**src/rtl/serial_pkg.sv**
```systemverilog
// Shared types and defaults for the serial frame receiver.
package serial_pkg;

  localparam int unsigned WIDTH_DEF = 8;

  typedef enum logic [1:0] {
    IDLE  = 2'd0,
    DATA  = 2'd1,
    STOP  = 2'd2,
    BREAK = 2'd3
  } rx_state_t;

endpackage

```
**src/rtl/shift_reg_ar.sv**
```systemverilog
// Right-shifting register with asynchronous clear; new bits enter at the MSB.
module shift_reg_ar
  import serial_pkg::*;
#(
  parameter int unsigned WIDTH = WIDTH_DEF
) (
  input  logic             clk,
  input  logic             rst,
  input  logic             en,
  input  logic             din,
  output logic [WIDTH-1:0] q
);

  always_ff @(posedge clk or posedge rst) begin
    if (rst) begin
      q <= '0;
    end else if (en) begin
      q <= {din, q[WIDTH-1:1]};
    end
  end

endmodule

```
**src/rtl/serial_frame_rx.sv**
```systemverilog
// Serial frame receiver: start bit, WIDTH data bits LSB first, stop bit,
// with overrun and framing-error reporting and a break state for held-low lines.
module serial_frame_rx
  import serial_pkg::*;
#(
  parameter int unsigned WIDTH = WIDTH_DEF
) (
  input  logic             clk,
  input  logic             R,
  input  logic             Din,
  input  logic             ack,
  output logic [WIDTH-1:0] data,
  output logic             valid,
  output logic             ferr,
  output logic             ovr,
  output logic             busy
);

  localparam int unsigned CW = $clog2(WIDTH + 1);
  localparam logic [CW-1:0] LAST_BIT = CW'(WIDTH - 1);

  rx_state_t        state, state_next;
  logic [CW-1:0]    cnt, cnt_next;
  logic             sh_en;
  logic [WIDTH-1:0] sh_q;
  logic [WIDTH-1:0] data_next;
  logic             valid_next;
  logic             ferr_next;
  logic             ovr_next;
  logic             busy_next;

  shift_reg_ar #(
    .WIDTH (WIDTH)
  ) u_shift (
    .clk (clk),
    .rst (R),
    .en  (sh_en),
    .din (Din),
    .q   (sh_q)
  );

  always_ff @(posedge clk or posedge R) begin
    if (R) begin
      state <= IDLE;
      cnt   <= '0;
      data  <= '0;
      valid <= 1'b0;
      ferr  <= 1'b0;
      ovr   <= 1'b0;
      busy  <= 1'b0;
    end else begin
      state <= state_next;
      cnt   <= cnt_next;
      data  <= data_next;
      valid <= valid_next;
      ferr  <= ferr_next;
      ovr   <= ovr_next;
      busy  <= busy_next;
    end
  end

  always_comb begin
    state_next = state;
    cnt_next   = cnt;
    sh_en      = 1'b0;
    data_next  = data;
    valid_next = valid;
    ferr_next  = 1'b0;
    ovr_next   = 1'b0;

    if (valid && ack) begin
      valid_next = 1'b0;
    end

    unique case (state)
      IDLE: begin
        if (!Din) begin
          state_next = DATA;
          cnt_next   = '0;
        end
      end
      DATA: begin
        sh_en    = 1'b1;
        cnt_next = cnt + CW'(1);
        if (cnt == LAST_BIT) begin
          state_next = STOP;
        end
      end
      STOP: begin
        if (Din) begin
          // A completing frame wins over a same-edge ack; overrun only if unacked.
          data_next  = sh_q;
          valid_next = 1'b1;
          ovr_next   = valid && !ack;
          state_next = IDLE;
        end else begin
          ferr_next  = 1'b1;
          state_next = BREAK;
        end
      end
      BREAK: begin
        if (Din) begin
          state_next = IDLE;
        end
      end
      default: state_next = IDLE;
    endcase

    busy_next = (state_next != IDLE);
  end

endmodule
```
**config.mk**
```make
export PLATFORM = sky130hd
export DESIGN_NAME = serial_frame_rx
export DESIGN_NICKNAME = d
export VERILOG_FILES = /design/src/rtl/serial_pkg.sv /design/src/rtl/shift_reg_ar.sv /design/src/rtl/serial_frame_rx.sv
export SDC_FILE = /design/constraint.sdc
export NUM_CORES = 1
export LEC_CHECK = 0
export CAP_MARGIN = 30
export CELL_PAD_IN_SITES_DETAIL_PLACEMENT = 1
export CELL_PAD_IN_SITES_GLOBAL_PLACEMENT = 1
export CORE_ASPECT_RATIO = 0.7
export CORE_MARGIN = 2
export CORE_UTILIZATION = 40
export DETAILED_ROUTE_END_ITERATION = 16
export PLACE_DENSITY_LB_ADDON = 0.1
export SLEW_MARGIN = 20
export SYNTH_ARGS = -nofsm -noshare
export SYNTH_HDL_FRONTEND = slang
export SYNTH_SLANG_ARGS = --single-unit
```
**constraint.sdc**
```tcl
create_clock -name clk -period 2 [get_ports clk]
set_input_delay 0.5 -clock clk [delete_from_list [all_inputs] [get_ports clk]]
set_output_delay 0.5 -clock clk [all_outputs]
set_load 0.01 [all_outputs]
```
# Yosys cells after proc, flatten, opt, wreduce, memory -nomap -nowiden
# Cells that the tools add are included.
[totals]
elab_cells = 37
register_bits = 26
in_bits = 4
[classes]
reduce_logical = 8
add_sub_neg = 1
n_eq_ne = 5
muxes = 15
[op_table]
columns = ["op", "n"]
rows = [
  ["2-to-1 mux 1 bit", 8],
  ["2-to-1 mux 2 bit", 4],
  ["one-hot mux 2 bit (4 select lines)", 1],
  ["one-hot mux 4 bit (2 select lines)", 1],
  ["adder 4 x 1 -> 4 bit (second input constant)", 1],
  ["equality test 2 bit (second input constant)", 2],
  ["equality test 4 x 3 -> 1 bit (second input constant)", 1],
  ["2-to-1 mux 4 bit", 1],
  ["AND reduction 2 bit", 2],
  ["nonzero test 2 bit", 2],
  ["equality test 2 x 1 -> 1 bit (second input constant)", 1],
  ["logical AND 1 bit", 2],
  ["logical NOT 2 bit", 1],
  ["!= test 2 bit (second input constant)", 1],
  ["logical NOT 1 bit", 1],
]

# Logic depth before layout (Yosys ltp)
[depth]
word_depth = 4
mapped_depth = 4
depth_no_buf = 3

# Cells and area by module
# Synthesis repeated with hierarchy kept, for this count alone.
[hier_totals]
hier_cells = 68
hier_area_um2 = 1041.0
[by_module_without_submodules]
columns = ["module", "n_inst", "area_each_um2", "cells_per_inst", "seq_area_each_um2"]
rows = [
  ["serial_frame_rx", 1, 705.7, 50, 450.4],
  ["shift_reg_ar", 1, 335.3, 18, 200.2],
]

# Worst setup path after synthesis
# Ideal clock, no wire load.
[synth_path]
kind = "register to register"
start = "register state[1]"
end = "register u_shift.q[0]"
path_slack_ns = 0.872
t_required_ns = 1.875
arrival_time_ns = 1.004
period_less_slack_ns = 1.128
stages_incl_launch_ff = 4
path_cell_list = "dfrtp_1 > nand2b_4 > buf_6 > mux2_2"
[synth_between]
elab_chain_len = 2
[synth_rtl]
columns = ["item", "line", "text"]
rows = [
  ["start, declared", "serial_frame_rx.sv:22", "rx_state_t state, state_next;"],
  ["start signal, assigned", "serial_frame_rx.sv:52", "state <= state_next;"],
  ["equality test 2 x 1 -> 1 bit", "serial_frame_rx.sv:75", "unique case (state)"],
  ["2-to-1 mux 1 bit", "serial_frame_rx.sv:75", ""],
  ["end signal, assigned", "shift_reg_ar.sv:18", "q <= {din, q[WIDTH-1:1]};"],
  ["end, declared", "shift_reg_ar.sv:11", "output logic [WIDTH-1:0] q"],
]
# Every way passes these cells.
# A chain may end at the register's enable or synchronous reset.

# Worst setup path after layout
[layout_path]
start = "register data[0]"
end = "output data[0]"
[layout_rtl]
columns = ["item", "line", "text"]
rows = [
  ["start, declared", "serial_frame_rx.sv:12", "output logic [WIDTH-1:0] data,"],
  ["start signal, assigned", "serial_frame_rx.sv:54", "data <= data_next;"],
]
# No word-level cell between the ends.

==> results.json <==
{
  "fmax_mhz": 576,
  "fin_nets": 93,
  "ios": 16,
  "hold_violations": 0,
  "crit_slowest_cell": "clkdlybuf4s50_1",
  "yosysSeqAreaShare_pct": 64.1,
  "vias": 605,
  "yosys.area_share.simple_pct": 7.40,
  "setup_viol": 0,
  "drcViolationCount": 0,
  "dp.cells": 117,
  "slew_violations": 0,
  "rows": 15,
  "finalCriticalPeriod_ns": 1.74,
  "synth_area_leaders": "dfrtp_1 (64%), mux2_2 (19%), nand2b_4 (1.4%), ha_1 (1.2%), buf_6 (1.1%)",
  "die-width_um": 64.2,
  "endpoint_kind": "primary output",
  "die_y_um": 46.1,
  "crit_type": "register to primary output",
  "rsz0062_at_grt": "no",
  "drt-initial-drc-count": 12,
  "postCtsSetupBuffers": 0,
  "crit_chain": "clkdlybuf4s50_1",
  "detail-route-antenna-nets": 0,
  "grt_max_degree": 27,
  "peakVddDrop_uv": 684,
  "cts-root-buf": "clkbuf_4",
  "syn_area_sq_um": 1010,
  "worstPathRequired_ns": 1.50,
  "antenna_found_initial": 0,
  "cts_hold_buf": 0,
  "wl_per_cell_um": 14.3,
  "drive_gt1_share_pct": 31.0,
  "clk_latency_ns": 0.32,
  "fin_tns_setup_ns": 0,
  "synth-xor-area-share_pct": 0,
  "synthAdderAreaFrac_pct": 1.23,
  "cts_made_buffers": 3,
  "areaGrowthSynthToFinish_pct": 22.2,
  "final_common_cell": "dfrtp_1",
  "critical_path_arrival_ns": 1.24,
  "numPortBuffers": 15,
  "power_leakage_nw": 0.563,
  "synth_mux_area_share_pct": 19.9,
  "synthesis.nets": 73,
  "max_cap_viol_count": 0,
  "dr.pass1.iters": 3,
  "synthCells": 68,
  "status": "completed",
  "wl_um": 1740,
  "rr_startpoint": "state[0]$_DFF_PP0_",
  "max-clock-path-buffers": 2,
  "tightest_slew_ns": 0.319,
  "synth_top_cell_by_area": "dfrtp_1",
  "critPathBufInv": 1,
  "start_kind": "register",
  "startpoint": "data[0]$_DFFE_PP0P_",
  "stdcell_count": 121,
  "cpPeakStageDelay_ns": 0.54,
  "hold_path.class": "primary input to async pin",
  "globalplace.congestion": 0.666,
  "avgSynthCellArea_sq_um": 14.9,
  "fin_crit_sh_pct": 86.9,
  "fp.dieArea_sq_um": 2960,
  "synth_top_family_by_area": "multiplexers",
  "cts_tree": "done",
  "critical-path-top-delay-family": "buffers and inverters",
  "cts-htree-levels": 1,
  "dp_hpwl_um": 1280,
  "synth-seq-cells": 26,
  "grt_pass1_wl_um": 3040,
  "p_per_area_nw_per_um2": 1460,
  "final_cell_mix": "dfrtp_1 (26), mux2_2 (17), clkdlybuf4s50_1 (15)",
  "start_util_pct": 41.6,
  "cts.sinks": 26,
  "synth.top_cell.area_share_pct": 64.1,
  "finClkSkew_ns": 0.00818,
  "coreArea_sq_um": 2440,
  "yosysWarningCount": 0,
  "gr-usage-all-layers_pct": 14.5,
  "cts_resized": 0,
  "avgViaCountPerCell": 5.00,
  "relSlewSlack_pct": 78.7,
  "synth_compound_area_share_pct": 5.18,
  "utilization_pct": 50.8,
  "first_global_vias": 638,
  "antenna_cells": 0,
  "yosysUniqueCellTypes": 21,
  "grt.overflow.total": 0,
  "crit_fanout": 2,
  "clkTransAtPathRegs_ns": 0.14
}
## stage by stage
| stage | area [sq um] | power (mW) | worst slack [ns] | hold WS, ns |
|---|---|---|---|---|
| 2_1_floorplan | 1010 | 1.34 | 0.872 | 0.475 |
| 3_3_place_gp | 1200 | 1.54 | 0.194 | 0.492 |
| 3_5_place_dp | 1200 | 1.57 | 0.143 | 0.496 |
| 4_1_cts | 1240 | 1.84 | 0.241 | 0.515 |
| 5_1_grt | 1240 | 1.96 | 0.199 | 0.527 |
| 6_report | 1240 | 1.81 | 0.263 | 0.514 |
## flip-flops by register name, indices dropped and copies added, names as in the netlist
name / flops
data: 8
ovr: 1
cnt: 4
u_shift.q: 8
valid: 1
busy: 1
state: 2
ferr: 1
## area by class of cell
class	count	area, sq um
Clock buffer	4	36.3
Fill cell	253	1200
Inverter	3	11.3
Multi-Input combinational cell	38	342
Sequential cell	26	651
Tap cell	34	42.5
Timing Repair Buffer	16	158
## worst paths after layout
kind                       depth (start not counted)  slack [ns]                  endpoint
max                                                1        0.26                   data[0]
min                                                3        0.51  u_shift.q[3]$_DFFE_PP0P_
max reg2reg                                        3        0.72       data[4]$_DFFE_PP0P_
min reg2reg                                        1        0.52       data[2]$_DFFE_PP0P_
max in group asynchronous                          3        1.24        cnt[2]$_DFFE_PP0P_
min in group clk                                   1        0.52       data[2]$_DFFE_PP0P_
## power breakdown
group	total, mW	internal [mW]	switching [mW]
sequential	0.894	0.736	0.157
combinational	0.652	0.406	0.246
clock	0.261	0.111	0.150
## kinds of logic (layout without fill, tap and decap cells)
group	after synthesis	after routing
AO/OA/AOI/OAI	6	6
adder cells (fa/ha/maj)	1	1
buffers and inverters	4	23
flip-flops	26	26
multiplexers	18	18
AND/OR/NAND/NOR	13	13
## metal layers
metal | GRT usage (%) | part of all wire [%] | wire length [um] | vias up
met5 | 0 | 0 | 0 | -
met4 | 3.83 | 0.58 | 10 | 0
met3 | 6.11 | 6.5 | 112 | 2
met2 | 23.5 | 46 | 796 | 16
met1 | 18.2 | 47 | 815 | 309
li1 | - | - | - | 278
## Yosys cell counts, drive strengths merged
master,count
dfrtp,26
mux2,17
inv,3
nand2,3
nor2,3
nand2b,2
nand3,2
nor3,2
a211o,1
a21o,1
a22o,1
and3,1
buf,1
ha,1
mux2i,1
o2bb2ai,1
o31a,1
o32ai,1
No activity file was read; power rests on OpenSTA's default activity.
